===== config.mk =====
export PLATFORM = sky130hd
export DESIGN_NAME = reg_2bytes_uart_rx
export DESIGN_NICKNAME = d
export VERILOG_FILES = /design/src/rtl/reg_2bytes_uart_rx.sv
export SDC_FILE = /design/constraint.sdc
export NUM_CORES = 1
export LEC_CHECK = 0
export BUFFER_PORTS_ARGS = -buffer_cell sky130_fd_sc_hd__buf_2
export CAP_MARGIN = 20
export CELL_PAD_IN_SITES_DETAIL_PLACEMENT = 1
export CELL_PAD_IN_SITES_GLOBAL_PLACEMENT = 2
export CORE_ASPECT_RATIO = 1.75
export CORE_MARGIN = 2
export CORE_UTILIZATION = 32
export CTS_CLUSTER_SIZE = 24
export DETAILED_ROUTE_END_ITERATION = 8
export GPL_ROUTABILITY_DRIVEN = 0
export PLACE_DENSITY = 0.77
export SETUP_SLACK_MARGIN = 0.02
export SLEW_MARGIN = 20
export SYNTH_ARGS = -nofsm -noshare
export SYNTH_HDL_FRONTEND = slang
export SYNTH_SLANG_ARGS = --single-unit
export TNS_END_PERCENT = 20

===== constraint.sdc =====
create_clock -name clk_i -period 1.4 [get_ports clk_i]
set_input_delay 0.28 -clock clk_i [delete_from_list [all_inputs] [get_ports clk_i]]
set_output_delay 0.28 -clock clk_i [all_outputs]
set_load 0.005 [all_outputs]

===== src/rtl/reg_2bytes_uart_rx.sv =====
// Two-byte frame assembler on the receive side of the UART link.
// Pairs consecutive bytes from the UART RX core into (byte_one, byte_two),
// pulses valid_o when a frame completes, and drops a half frame with a
// timeout_err_o pulse if the second byte is late.
//
// state          | meaning
// S_IDLE         | no byte held; a rising rx_done with enable captures byte one
// S_WAIT_SECOND  | byte one held, counting cycles until byte two or timeout
module reg_2bytes_uart_rx #(
  parameter int unsigned TIMEOUT_CYCLES = 104166
) (
  input  logic       clk_i,
  input  logic       reset_i,
  input  logic       enable_i,
  input  logic [7:0] rx_data_i,
  input  logic       rx_done_i,
  output logic [7:0] byte_one_o,
  output logic [7:0] byte_two_o,
  output logic       valid_o,
  output logic       busy_o,
  output logic       timeout_err_o
);

  localparam int unsigned CW = $clog2(TIMEOUT_CYCLES);
  localparam logic [CW-1:0] CNT_LAST = CW'(TIMEOUT_CYCLES - 1);

  typedef enum logic {
    S_IDLE        = 1'b0,
    S_WAIT_SECOND = 1'b1
  } state_e;

  state_e        state_q;
  logic          rx_done_q;
  logic [7:0]    first_q;
  logic [CW-1:0] cnt_q;
  logic [CW-1:0] cnt_d;
  logic [7:0]    byte_one_q;
  logic [7:0]    byte_two_q;
  logic          valid_q;
  logic          busy_q;
  logic          timeout_q;
  logic          byte_evt;

  // Only the rising edge of rx_done marks a new byte, so a held level counts once.
  always_comb begin
    byte_evt = rx_done_i & ~rx_done_q;
    cnt_d    = cnt_q + 1'b1;
  end

  // Frame sequencer; all outputs are registered alongside the state.
  // The counter cannot wrap: reaching CNT_LAST always leaves S_WAIT_SECOND.
  always_ff @(posedge clk_i or posedge reset_i) begin
    if (reset_i) begin
      state_q    <= S_IDLE;
      rx_done_q  <= 1'b0;
      first_q    <= '0;
      cnt_q      <= '0;
      byte_one_q <= '0;
      byte_two_q <= '0;
      valid_q    <= 1'b0;
      busy_q     <= 1'b0;
      timeout_q  <= 1'b0;
    end else begin
      rx_done_q <= rx_done_i;
      valid_q   <= 1'b0;
      timeout_q <= 1'b0;
      unique case (state_q)
        S_IDLE: begin
          if (byte_evt && enable_i) begin
            first_q <= rx_data_i;
            cnt_q   <= '0;
            busy_q  <= 1'b1;
            state_q <= S_WAIT_SECOND;
          end
        end
        S_WAIT_SECOND: begin
          cnt_q <= cnt_d;
          // A byte arriving on the terminal cycle still completes the frame.
          if (byte_evt) begin
            byte_one_q <= first_q;
            byte_two_q <= rx_data_i;
            valid_q    <= 1'b1;
            busy_q     <= 1'b0;
            state_q    <= S_IDLE;
          end else if (cnt_q == CNT_LAST) begin
            first_q   <= '0;
            timeout_q <= 1'b1;
            busy_q    <= 1'b0;
            state_q   <= S_IDLE;
          end
        end
        default: begin
          busy_q  <= 1'b0;
          state_q <= S_IDLE;
        end
      endcase
    end
  end

  assign byte_one_o    = byte_one_q;
  assign byte_two_o    = byte_two_q;
  assign valid_o       = valid_q;
  assign busy_o        = busy_q;
  assign timeout_err_o = timeout_q;

endmodule


==> results.cfg <==
[floorplanning]
core_um2 = 5930
fp.dieW_um = 63.2
std_cell_rows = 37
io_pins = 31
initial_core_util = 0.332
die-area_um2 = 6810
die_h_um = 108

[setup_path]
crit_type = register to register
worstReg2RegEnd = first_q[0]
r2r_setup_slack_ns = -0.10
critPathSlowestCell = dfrtp_1
r2r-start = cnt_q[1]
crit_arrival_ns = 1.69
required_ns = 1.59
end_kind = register
crit_chain = inv_1 -> ha_1 -> nor4bb_4 -> nand4_1 -> o21a_4 -> a22o_1
critPathMaxStageDelay_ns = 0.38
crit_fanout = 8
ff2ff_path_depth = 6
start_kind = register

[global_route]
globalRouteMet1Util = 0.158
grt_pass1_wl_um = 8710
grt_pass1_vias = 1846
grt.busiest_layer = met2
grt_max_degree = 18
grt_use_met2 = 0.343
grt.overflow.total = 0
grt_use_met3 = 0.0303
grt_util_all_layers = 0.168
grt_antenna_before_repair = 0

[timing]
fin_skew_ns = 0.0116
drv_slew = 0
hold_violations = 0
fmax_mhz = 666
rsz0062_at_grt = true
worstMarginPinSlew_ns = 0.434
slew-limit-headroom = 0.710
period_minus_slack_ns = 1.50
fin_ws_ns = -0.103
finalSetupViolations = 8
min_period_over_period = 1.07

[place]
post-dp-hpwl_um = 3760
portBuffers = 30

[yosys]
synth_top_area_share = 0.586
syn_avg_cell_area_um2 = 10.5
synth_cell_type_count = 30
yosysSeqAreaShare = 0.586
yosys_warnings = 0
syn-instance-count = 188
syn_area_um2 = 1970
post-synth-top-count-cell = nand2_1
synth_edf_count = 0
synth_common_cells = 70 x nand2_1, 46 x dfrtp_1, 11 x mux2i_1
synthArstFlopShare = 1.00
yosysTopAreaCell = dfrtp_1
yosys-top-cells-area = dfrtp_1 59%, nand2_1 13%, mux2i_1 5.6%
mappedNetlistNets = 202
synth-seq-cells = 46
synth_ff_type = dfrtp_1

[clock_tree]
root_buffer = clkbuf_8
insertion_delay_ns = 0.31
postCtsSetupBuffers = 0
clock_sinks = 46
clk_pin_slew_ns = 0.08
cts_buffer_depth = 2
cts_made_buffers = 5
htreeDepth = 2
tritoncts = done

[finish]
drive_gt1_frac = 0.324
fin_util = 0.432
layout.nets = 261
areaGrowthSynthToFinish_pct = 30.2
diodes = 0

[run]
max_cap_viol_count = 0

[detailed_routing]
viasPerCell = 4.90
dr.pass1.iters = 4
wl_per_cell_um = 14.9
drtIter0Drc = 46
num_vias = 1591
drc = 0
ant_nets = 0
drt_wl_total_um = 4850

[min_path]
holdPathEnd = rx_done_q
hold_start = rx_done_i
hold_class = input pin to register
whs_path_depth = 1

[pwr]
seq_power_share = 0.526
p_sw_frac = 0.303
irDropWorstVdd_mv = 0.758
pwr-share-clk = 0.229
power_mw = 3.46
comb_power_share = 0.245
powerDensity_nw_per_um2 = 1350
p_int_mw = 2.41
p_switching_mw = 1.05
p_leak_nw = 1.35

[outcome]
violations = setup timing
outcome = finished with violations
==> worst max path at each step <==
stage,start,endpoint,slack [ns],cells past startpoint
after floorplan,cnt_q[1],first_q[0],-0.06,6
after global placement,cnt_q[1],first_q[1],-0.07,6
after detailed placement,cnt_q[1],first_q[6],-0.18,6
after CTS,cnt_q[1],first_q[6],-0.13,6
after global routing,cnt_q[1],first_q[6],-0.25,6
final,cnt_q[1],first_q[0],-0.10,6
==> state kept, by name, indices dropped and copies added, names as in the netlist, 8 cells and up <==
name,cells
cnt_q,17
first_q,8
byte_one_o,8
byte_two_o,8
==> power by group through the flow <==
stage / logic (mW) / registers, mW / clock network, mW
floorplan: 0.370 / 1.84 / 0
global placement: 0.803 / 1.82 / 0
detailed placement: 0.845 / 1.83 / 0
CTS: 0.853 / 1.82 / 0.825
global route: 0.978 / 1.87 / 0.856
finish: 0.848 / 1.82 / 0.793
==> final cells by class <==
type / count / area [µm²]
inverter: 3 / 11.3
timing repair buffer: 58 / 404
multi-input combinational: 133 / 816
clock buffer: 7 / 76.3
tap: 78 / 97.6
fill: 722 / 3370
sequential: 46 / 1150
==> per-stage QoR <==
step / setup TNS, ns / setup slack (ns) / area, µm² / cells / hold WS, ns
2_1_floorplan: -0.493 / -0.0616 / 1970 / 188 / 0.311
3_3_place_gp: -0.560 / -0.0698 / 2420 / 317 / 0.297
3_5_place_dp: -1.37 / -0.175 / 2420 / 317 / 0.306
4_1_cts: -0.997 / -0.126 / 2520 / 325 / 0.168
5_1_grt: -2.22 / -0.253 / 2560 / 325 / 0.168
6_report: -0.734 / -0.103 / 2560 / 325 / 0.175
==> cell usage in the layout, fill, tap and decap left out, types with 4 or more instances in the layout <==
cell type	count
nand2_1	70
dfrtp_1	43
buf_2	30
buf_4	23
mux2i_1	11
a22o_1	8
nand3_1	5
clkbuf_8	5
nand4_1	4
o21ai_0	4
==> routing by layer <==
layer | up-vias | wire, µm | part of all wire
met5 | - | 0 | 0
met4 | 0 | 104 | 0.021
met3 | 5 | 136 | 0.028
met2 | 29 | 2920 | 0.60
met1 | 805 | 1690 | 0.35
li1 | 752 | - | -
==> worst max-delay path: cells and delay by family, from the launching register on <==
| kind | cells | cell delay [ns] |
|---|---|---|
| flip-flops | 1 | 0.38 |
| adder cells (fa/ha/maj) | 1 | 0.13 |
| buffers and inverters | 1 | 0.06 |
| AND/OR/NAND/NOR | 2 | 0.34 |
| AO/OA/AOI/OAI | 2 | 0.48 |
==> kinds of logic after synthesis <==
kind of cell               Yosys count  share of synthesized area
xor gates and xnor gates             2                    0.00891
adders and majority gates            2                     0.0127
muxes                               11                     0.0560
and+or+nand+nor                    100                      0.245
buffers and inverters                9                     0.0235
DFF                                 46                      0.586
AOI/OAI and AO/OA                   18                     0.0681
==> what timing repair did <==
action,CTS,global route
hold endpoints to repair,15,0
hold buffers,1,0
gates resized for setup,5,11
pin swaps,3,5
endpoints found under the setup margin,18,22
Power figures use the tool's default switching activity.
